--- src/rtl/pipe_pkg.sv ---
// Shared types and default widths for the EX/MEM handshake pipeline register.
// The payload struct packs fields MSB-first as wb, m, rd, rs2_data, alu_result, adder_sum.
package pipe_pkg;

  localparam int DATA_BITS_DEF = 32;
  localparam int RD_BITS_DEF   = 5;
  localparam int M_BITS_DEF    = 3;
  localparam int WB_BITS_DEF   = 2;

  typedef enum logic [1:0] {
    ST_EMPTY = 2'd0,
    ST_ONE   = 2'd1,
    ST_FULL  = 2'd2
  } stage_state_t;

  typedef struct packed {
    logic [WB_BITS_DEF-1:0]   wb;
    logic [M_BITS_DEF-1:0]    m;
    logic [RD_BITS_DEF-1:0]   rd;
    logic [DATA_BITS_DEF-1:0] rs2_data;
    logic [DATA_BITS_DEF-1:0] alu_result;
    logic [DATA_BITS_DEF-1:0] adder_sum;
  } ex_mem_payload_t;

  function automatic int payload_bits(input int data_bits, input int rd_bits,
                                      input int m_bits, input int wb_bits);
    return 3 * data_bits + rd_bits + m_bits + wb_bits;
  endfunction

endpackage

--- src/rtl/pipeline_register_hs_if.sv ---
// Valid/ready handshake bundle carrying one EX/MEM payload.
// The producer side uses the master modport, the consumer side uses slave.
interface pipeline_register_hs_if
  import pipe_pkg::*;
#(
  parameter int DATA_BITS = DATA_BITS_DEF,
  parameter int RD_BITS   = RD_BITS_DEF,
  parameter int M_BITS    = M_BITS_DEF,
  parameter int WB_BITS   = WB_BITS_DEF
);

  logic                 valid;
  logic                 ready;
  logic [DATA_BITS-1:0] adder_sum;
  logic [DATA_BITS-1:0] alu_result;
  logic [DATA_BITS-1:0] rs2_data;
  logic [RD_BITS-1:0]   rd;
  logic [M_BITS-1:0]    m;
  logic [WB_BITS-1:0]   wb;

  modport master (
    output valid, adder_sum, alu_result, rs2_data, rd, m, wb,
    input  ready
  );

  modport slave (
    input  valid, adder_sum, alu_result, rs2_data, rd, m, wb,
    output ready
  );

endinterface

--- src/rtl/pipe_skid_stage.sv ---
// One register stage with a main entry and a skid entry (EMPTY/ONE/FULL).
// Every output is a flop so stages chain without combinational paths.
module pipe_skid_stage
  import pipe_pkg::*;
#(
  parameter int WIDTH = 8
) (
  input  logic             clk,
  input  logic             n_reset,
  input  logic             flush,
  input  logic             in_valid,
  output logic             in_ready,
  input  logic [WIDTH-1:0] in_data,
  output logic             out_valid,
  input  logic             out_ready,
  output logic [WIDTH-1:0] out_data
);

  stage_state_t     state, state_nx;
  logic [WIDTH-1:0] main_q, main_nx;
  logic [WIDTH-1:0] skid_q, skid_nx;
  logic             accept, drain;

  assign accept   = in_valid & in_ready;
  assign drain    = out_valid & out_ready;
  assign out_data = main_q;

  // main_q is kept at zero whenever the stage is empty, so out_data needs no mask
  always_comb begin
    state_nx = state;
    main_nx  = main_q;
    skid_nx  = skid_q;
    if (flush) begin
      state_nx = ST_EMPTY;
      main_nx  = '0;
      skid_nx  = '0;
    end else begin
      case (state)
        ST_EMPTY: begin
          if (accept) begin
            main_nx  = in_data;
            state_nx = ST_ONE;
          end
        end
        ST_ONE: begin
          if (accept && drain) begin
            main_nx = in_data;
          end else if (accept) begin
            skid_nx  = in_data;
            state_nx = ST_FULL;
          end else if (drain) begin
            main_nx  = '0;
            state_nx = ST_EMPTY;
          end
        end
        ST_FULL: begin
          if (drain) begin
            main_nx  = skid_q;
            skid_nx  = '0;
            state_nx = ST_ONE;
          end
        end
        default: begin
          state_nx = ST_EMPTY;
          main_nx  = '0;
          skid_nx  = '0;
        end
      endcase
    end
  end

  always_ff @(posedge clk or negedge n_reset) begin
    if (!n_reset) begin
      state     <= ST_EMPTY;
      main_q    <= '0;
      skid_q    <= '0;
      in_ready  <= 1'b0;
      out_valid <= 1'b0;
    end else begin
      state     <= state_nx;
      main_q    <= main_nx;
      skid_q    <= skid_nx;
      in_ready  <= (state_nx != ST_FULL);
      out_valid <= (state_nx != ST_EMPTY);
    end
  end

endmodule

--- src/rtl/pipeline_register_hs.sv ---
// EX/MEM pipeline register: DEPTH cascaded skid stages with flush and occupancy.
// Holds up to 2*DEPTH entries in strict FIFO order.
module pipeline_register_hs
  import pipe_pkg::*;
#(
  parameter int DATA_BITS = DATA_BITS_DEF,
  parameter int RD_BITS   = RD_BITS_DEF,
  parameter int M_BITS    = M_BITS_DEF,
  parameter int WB_BITS   = WB_BITS_DEF,
  parameter int DEPTH     = 1
) (
  input  logic                             clk,
  input  logic                             n_reset,
  input  logic                             flush,
  pipeline_register_hs_if.slave            pipe_in,
  pipeline_register_hs_if.master           pipe_out,
  output logic [$clog2(2*DEPTH+1)-1:0]     occupancy
);

  localparam int PW       = payload_bits(DATA_BITS, RD_BITS, M_BITS, WB_BITS);
  localparam int OCC_BITS = $clog2(2*DEPTH+1);

  logic [PW-1:0] in_data;
  logic [PW-1:0] s_data  [DEPTH];
  logic          s_valid [DEPTH];
  logic          s_ready [DEPTH];
  logic          accept, drain;

  assign in_data = {pipe_in.wb, pipe_in.m, pipe_in.rd,
                    pipe_in.rs2_data, pipe_in.alu_result, pipe_in.adder_sum};

  // Stage k consumes stage k-1's output and is drained by stage k+1's ready
  for (genvar k = 0; k < DEPTH; k++) begin : g_stage
    logic          st_in_valid;
    logic          st_out_ready;
    logic [PW-1:0] st_in_data;

    if (k == 0) begin : g_head
      assign st_in_valid = pipe_in.valid;
      assign st_in_data  = in_data;
    end else begin : g_link
      assign st_in_valid = s_valid[k-1];
      assign st_in_data  = s_data[k-1];
    end

    if (k == DEPTH - 1) begin : g_tail
      assign st_out_ready = pipe_out.ready;
    end else begin : g_next
      assign st_out_ready = s_ready[k+1];
    end

    pipe_skid_stage #(.WIDTH(PW)) u_stage (
      .clk       (clk),
      .n_reset   (n_reset),
      .flush     (flush),
      .in_valid  (st_in_valid),
      .in_ready  (s_ready[k]),
      .in_data   (st_in_data),
      .out_valid (s_valid[k]),
      .out_ready (st_out_ready),
      .out_data  (s_data[k])
    );
  end

  assign pipe_in.ready  = s_ready[0];
  assign pipe_out.valid = s_valid[DEPTH-1];
  assign {pipe_out.wb, pipe_out.m, pipe_out.rd,
          pipe_out.rs2_data, pipe_out.alu_result, pipe_out.adder_sum} = s_data[DEPTH-1];

  assign accept = pipe_in.valid & s_ready[0];
  assign drain  = s_valid[DEPTH-1] & pipe_out.ready;

  always_ff @(posedge clk or negedge n_reset) begin
    if (!n_reset) begin
      occupancy <= '0;
    end else if (flush) begin
      occupancy <= '0;
    end else begin
      occupancy <= occupancy + OCC_BITS'(accept) - OCC_BITS'(drain);
    end
  end

endmodule

--- src/flat_wrapper.sv ---
// flat-port wrapper written by rule: the top's interface ports become plain ports
module pipeline_register_hs_flat import pipe_pkg::*;
#(
  parameter int DATA_BITS = DATA_BITS_DEF,
  parameter int RD_BITS   = RD_BITS_DEF,
  parameter int M_BITS    = M_BITS_DEF,
  parameter int WB_BITS   = WB_BITS_DEF,
  parameter int DEPTH     = 1
)
  (clk, n_reset, flush, occupancy, pipe_in_valid, pipe_in_adder_sum, pipe_in_alu_result, pipe_in_rs2_data, pipe_in_rd, pipe_in_m, pipe_in_wb, pipe_in_ready, pipe_out_valid, pipe_out_adder_sum, pipe_out_alu_result, pipe_out_rs2_data, pipe_out_rd, pipe_out_m, pipe_out_wb, pipe_out_ready);
  pipeline_register_hs_if #(.DATA_BITS(DATA_BITS), .RD_BITS(RD_BITS), .M_BITS(M_BITS), .WB_BITS(WB_BITS)) pipe_in_i ();
  pipeline_register_hs_if #(.DATA_BITS(DATA_BITS), .RD_BITS(RD_BITS), .M_BITS(M_BITS), .WB_BITS(WB_BITS)) pipe_out_i ();
  input  logic clk;
  input  logic n_reset;
  input  logic flush;
  output logic [$clog2(2*DEPTH+1)-1:0] occupancy;
  input wire logic [$bits(pipe_in_i.valid)-1:0] pipe_in_valid;
  input wire logic [$bits(pipe_in_i.adder_sum)-1:0] pipe_in_adder_sum;
  input wire logic [$bits(pipe_in_i.alu_result)-1:0] pipe_in_alu_result;
  input wire logic [$bits(pipe_in_i.rs2_data)-1:0] pipe_in_rs2_data;
  input wire logic [$bits(pipe_in_i.rd)-1:0] pipe_in_rd;
  input wire logic [$bits(pipe_in_i.m)-1:0] pipe_in_m;
  input wire logic [$bits(pipe_in_i.wb)-1:0] pipe_in_wb;
  output wire logic [$bits(pipe_in_i.ready)-1:0] pipe_in_ready;
  output wire logic [$bits(pipe_out_i.valid)-1:0] pipe_out_valid;
  output wire logic [$bits(pipe_out_i.adder_sum)-1:0] pipe_out_adder_sum;
  output wire logic [$bits(pipe_out_i.alu_result)-1:0] pipe_out_alu_result;
  output wire logic [$bits(pipe_out_i.rs2_data)-1:0] pipe_out_rs2_data;
  output wire logic [$bits(pipe_out_i.rd)-1:0] pipe_out_rd;
  output wire logic [$bits(pipe_out_i.m)-1:0] pipe_out_m;
  output wire logic [$bits(pipe_out_i.wb)-1:0] pipe_out_wb;
  input wire logic [$bits(pipe_out_i.ready)-1:0] pipe_out_ready;
  assign pipe_in_i.valid = pipe_in_valid;
  assign pipe_in_i.adder_sum = pipe_in_adder_sum;
  assign pipe_in_i.alu_result = pipe_in_alu_result;
  assign pipe_in_i.rs2_data = pipe_in_rs2_data;
  assign pipe_in_i.rd = pipe_in_rd;
  assign pipe_in_i.m = pipe_in_m;
  assign pipe_in_i.wb = pipe_in_wb;
  assign pipe_in_ready = pipe_in_i.ready;
  assign pipe_out_valid = pipe_out_i.valid;
  assign pipe_out_adder_sum = pipe_out_i.adder_sum;
  assign pipe_out_alu_result = pipe_out_i.alu_result;
  assign pipe_out_rs2_data = pipe_out_i.rs2_data;
  assign pipe_out_rd = pipe_out_i.rd;
  assign pipe_out_m = pipe_out_i.m;
  assign pipe_out_wb = pipe_out_i.wb;
  assign pipe_out_i.ready = pipe_out_ready;
  pipeline_register_hs #(.DATA_BITS(DATA_BITS), .RD_BITS(RD_BITS), .M_BITS(M_BITS), .WB_BITS(WB_BITS), .DEPTH(DEPTH)) u_core (.clk(clk), .n_reset(n_reset), .flush(flush), .pipe_in(pipe_in_i), .pipe_out(pipe_out_i), .occupancy(occupancy));
endmodule
--- config.mk ---
export PLATFORM = sky130hd
export DESIGN_NAME = pipeline_register_hs_flat
export DESIGN_NICKNAME = d
export VERILOG_FILES = /design/src/rtl/pipe_pkg.sv /design/src/rtl/pipeline_register_hs_if.sv /design/src/rtl/pipe_skid_stage.sv /design/src/rtl/pipeline_register_hs.sv /design/src/flat_wrapper.sv
export SDC_FILE = /design/constraint.sdc
export NUM_CORES = 1
export LEC_CHECK = 0
export CORE_MARGIN = 5
export CORE_UTILIZATION = 35
export CTS_CLUSTER_SIZE = 28
export DETAILED_ROUTE_END_ITERATION = 8
export GPL_ROUTABILITY_DRIVEN = 0
export MAX_ROUTING_LAYER = met4
export PLACE_DENSITY_LB_ADDON = 0.2
export SYNTH_ARGS = -nofsm -noshare
export SYNTH_HDL_FRONTEND = slang
export SYNTH_SLANG_ARGS = --single-unit
--- constraint.sdc ---
create_clock -name clk -period 2.3 [get_ports clk]
set_clock_uncertainty 0.15 [all_clocks]
set_input_delay 0.575 -clock clk [delete_from_list [all_inputs] [get_ports clk]]
set_output_delay 0.575 -clock clk [all_outputs]
set_load 0.03 [all_outputs]
Yosys cells after proc, flatten, opt, wreduce, memory -nomap -nowiden
Index checks and enable logic that the tools add are counted.

word-level totals
  flip-flop bits (word level) = 218
  input port bits = 111
  output and inout bits = 110
  logic and storage cells = 43

cells by class
  add/sub/neg operators = 2
  eq/ne operators = 10
  mux-type cells = 18
  bitwise logic cells = 2
  reductions and logical operators = 5

operator list
  operator                                                         count
  106-bit two-way mux                                              8
  106-bit one-hot mux with 3 select lines                          2
  2-bit two-way mux                                                7
  3-bit by 2-bit != test with 1-bit output, second input constant  3
  4-bit AND reduction                                              2
  2-bit one-hot mux with 3 select lines                            1
  2-bit != test, second input constant                             2
  4-bit by 3-bit != test with 1-bit output, second input constant  1
  4-bit != test, second input constant                             1
  3-bit != test, second input constant                             1
  2-bit by 1-bit adder with 2-bit output                           1
  1-bit AND                                                        2
  2-bit by 1-bit == test with 1-bit output, second input constant  1
  2-bit == test, second input constant                             1
  2-bit logical NOT                                                1
  2-bit nonzero test                                               1
  2-bit by 1-bit subtractor with 2-bit output                      1
  1-bit logical AND                                                1

Logic depth before layout (Yosys ltp)
  depth in word-level cells = 7
  mapped depth = 9
  depth with buffers taken out = 7

Modules after synthesis
Synthesis repeated with hierarchy kept, for this count alone.

unflattened totals
  cells, all modules = 1345
  area total of the unflattened synthesis = 11596.1 µm²

by module, submodules not included
  module                instances  cells each  area each (µm²)  sequential area each (µm²)
  pipe_skid_stage       1          1335        11474.8          5405.2
  pipeline_register_hs  1          10          121.4            50.0

Worst setup path after synthesis
No wires, ideal clock.

  path type = in2reg
  from = input flush
  to = register u_core.g_stage[0].u_stage.skid_q[100]
  library setup time = 79 ps
  arrival = 1685 ps
  required time = 2071 ps
  path slack = 386 ps
  stages on the path = 6
  buffers on the path = 4
  cells stage by stage = clkbuf_1 -> o21bai_1 -> buf_2 -> buf_4 -> buf_6 -> mux2i_1

between the ends
  cells in the longest elaborated chain, start to end = 2
  elaborated cells between the ends (all ways) = 6
  classes of those cells = 4 x eq/ne; 1 x mux; 1 x reduce/logical

RTL lines
  what                                                                              line                   text
  from (decl)                                                                       flat_wrapper.sv:15     input logic flush;
  3-bit by 2-bit != test with 1-bit output (no line), or another cell as far along  --
  4-bit AND reduction (no line)                                                     --
  to (signal assigned)                                                              pipe_skid_stage.sv:82  skid_q <= skid_nx;
  to (decl)                                                                         pipe_skid_stage.sv:21  logic [WIDTH-1:0] skid_q, skid_nx;

Several ways; a longest one is shown, not always the timed one.
A chain may end at the register's enable or synchronous reset.

Worst setup path in the final report
  from = register u_core.g_stage[0].u_stage.main_q[68]
  to = output pipe_out_rs2_data[4]

RTL lines
  what                    line                   text
  from (decl)             pipe_skid_stage.sv:20  logic [WIDTH-1:0] main_q, main_nx;
  from (signal assigned)  pipe_skid_stage.sv:81  main_q <= main_nx;
  to (decl)               flat_wrapper.sv:28     output wire logic [$bits(pipe_out_i.rs2_data)-1:0] pipe_out_rs2_data;

No word-level cell between the ends.

==> results.cfg <==
[status]
status = finished clean

[grt]
grt_use_total_pct = 17.8
grtUsageMet3_pct = 2.97
grt_pass1_vias = 7701
grt_remaining_overflow = 0
grt_util_met2_pct = 27.2
busiest_layer = met2
met1_usage_pct = 25.3
antenna_found_initial = 0
grt_pass1_wl_um = 44400
grt_max_degree = 65

[sta]
period_share_pct = 97.6
maxSlewViolCount = 0
hold_slack_ns = 0.331
period_needed_ns = 2.24
rsz0062_at_grt = no
finalHoldViolCount = 0
setup_viol = 0
relSlewSlack_pct = 59.3
fmax_mhz = 445
tns_ns = 0
tightest_slew_ns = 0.610

[placed_design]
dpl_cell_area_mm2 = 0.0130
portBuffers = 220
place_hpwl_um = 18300

[min_path]
min_path_type = reg2reg
worstHoldPathCells = 1
hold_path_end = u_core.g_stage[0].u_stage.out_data[92]
min_from = u_core.g_stage[0].u_stage.out_data[92]

[detailed_routing]
drt-pass1-iter-count = 5
wl_per_cell_um = 18.7
finalWirelength_um = 27600
via_count = 7296
final_antenna_net_count = 0
drc = 0
viasPerCell = 4.94
drt_iter0_drc = 390

[setup_path]
rrSetupSlack_ns = 0.38
path_class = reg2out
r2r_start = u_core.g_stage[0].u_stage.state[1]
path_cells = clkdlybuf4s50_1
cpPeakStageDelay_ns = 0.67
crit_fanout = 2
worst_r2r_path_depth = 5
crit_required_ns = 1.57
critPathLaunchType = flop
cp-end-kind = output pin
r2r_end = u_core.g_stage[0].u_stage.out_data[63]
worst-path-buf-inv = 1
cp_top_family = buffers and inverters
worstPathArrival_ns = 1.52
slowest_stage = clkdlybuf4s50_1
cp-startpoint = u_core.g_stage[0].u_stage.out_data[68]

[cells_and_area]
stdcell_area_mm2 = 0.0139
multi_input_area_mm2 = 0.00369
fin_nets = 1200
regArea_mm2 = 0.00546
syn_to_final_growth_pct = 39.3
fin_util_pct = 49.6
nFillCells = 2529
drive_gt1_share_pct = 12.5
antennaDiodeCount = 0

[floorplan]
io_pins = 221
core-area_mm2 = 0.0279
die_h_um = 179
dieArea_mm2 = 0.0319
start_util_pct = 35.6
die_w_um = 179
num_rows = 61

[synthesis]
synthCells = 858
synth_fa_ha_area_share_pct = 0.251
muxShareOfSynthArea_pct = 10.7
synth-warning-count = 0
synth_compound_area_share_pct = 20.8
synth_top_cell_by_area = dfrtp_1
synth_area_mm2 = 0.00995
async_flop_share_pct = 100
yosysSeqAreaShare_pct = 54.8
synth_top_area_share_pct = 54.8
synthesis.nets = 971
synth_xor_area_share_pct = 0.176
synth-seq-cells = 218
yosys.area_share.simple_pct = 4.85
netlist_top_cells_area = dfrtp_1, mux2i_1, a22oi_1
synth-main-ff-cell = dfrtp_1
synth.distinct_cells = 30
synth_top_family_by_area = compound AO/OA/AOI/OAI gates
synth_edf_count = 0
syn_area_per_cell_um2 = 11.6

[clock_network]
cts_root_buffer = clkbuf_16
cts_tree = yes
cts.htree.levels = 1
post_cts_buffers = 0
cts.clk_slew.worst_paths_ns = 0.06
worstSkewPairLatency_ns = 0.51
cts_max_path_buffers = 3
clock-sinks = 218
numCtsBuffers = 25

[power_and_ir_drop]
ir_drop_uv = 402
leakagePower_nw = 6.92
power.total_mw = 10.9
powerDensity_mw_per_mm2 = 786

[flow_run]
cap_viol_max_count = 0
## logic make-up (layout without fill, tap and decap cells)
kind of cell,after synthesis,count (layout)
AO/OA/AOI/OAI,224,224
XOR/XNOR,2,2
adder cells (fa/ha/maj),2,2
buffers and inverters,184,426
flip-flops,218,218
multiplexers,106,106
AND/OR/NAND/NOR,122,122
## cells in the final DEF, fill, tap and decap left out, types with 2 or more instances in the layout
cell and n:
a21oi_1 3, ha_1 2, clkbuf_1 5, clkbuf_16 25, nor2b_4 2, clkdlybuf4s50_1 112, a22oi_1 106, inv_1 111
nand2_1 111, o2bb2ai_1 66, dfrtp_1 218, bufinv_16 5, mux2i_1 106, clkbuf_8 5, dlymetal6s2s_1 24, a21oi_4 2
o2bb2ai_2 40, dlygate4sd2_1 83, buf_4 24, nor2_1 4, buf_12 30
## final cells by class
class / instances / area share [%]
clock buffer: 35 / 5.15
clock inverter: 5 / 1.08
inverter: 111 / 3.01
multi-input combinational: 456 / 26.7
sequential: 218 / 39.4
tap: 378 / 3.41
timing repair buffer: 275 / 21.3
## sequential cells by signal (all words and copies together) (netlist names)
name / flops
u_core.g_stage.u_stage.skid_q: 106
u_core.g_stage.u_stage.state: 2
u_core.g_stage.u_stage.in_ready: 1
u_core.g_stage.u_stage.out_valid: 1
u_core.occupancy: 2
u_core.g_stage.u_stage.out_data: 106
## timing repair
action | in CTS | in global routing
hold buffers | 1 | 0
hold endpoints to repair | 55 | 0
setup endpoints to repair | 83 | 24
gates resized for setup | 83 | 24
## how the worst max path moves through the flow
| stage | endpoint | slack (ns) | depth (start not counted) |
|---|---|---|---|
| 2_1_floorplan | u_core.g_stage[0].u_stage.skid_q[100] | 0.39 | 6 |
| 3_3_place_gp | u_core.g_stage[0].u_stage.skid_q[1] | -0.08 | 8 |
| 3_5_place_dp | u_core.g_stage[0].u_stage.skid_q[50] | -0.16 | 8 |
| 4_1_cts | pipe_out_alu_result[9] | 0.0002 | 1 |
| 5_1_grt | pipe_out_alu_result[16] | 0.003 | 1 |
| 6_report | pipe_out_rs2_data[4] | 0.06 | 1 |
## Yosys cell counts (2+ instances only)
cell type    n
a21o_1       2
a21oi_1      4
a22oi_1    106
buf_1        5
buf_2       31
buf_4        9
buf_6       10
clkbuf_1    18
dfrtp_1    218
ha_1         2
inv_1      111
mux2i_1    106
nand2_1    111
nor2_1       4
nor2b_1      2
o2bb2ai_1   66
o2bb2ai_2   40
## report_power, final
group,internal (mW),switching [mW]
Sequential,4.13,0.192
Combinational,0.991,1.36
Clock,2.69,1.53
Total,7.81,3.08
## stage by stage
step                      worst slack, ns  cells
final                              0.0553   1478
after global routing              0.00322   1478
after floorplan                     0.386    858
after CTS                        0.000191   1478
after detailed placement           -0.158   1437
after global placement            -0.0835   1437
## metal layers
metal / part of all wire (%) / vias up / wire (um)
met5: 0 / - / 0
met3: 5.1 / 40 / 1400
met4: 2.2 / 0 / 611
met2: 47 / 182 / 12900
met1: 46 / 3623 / 12700
li1: - / 3451 / -
(Power assumes the default switching activity.)
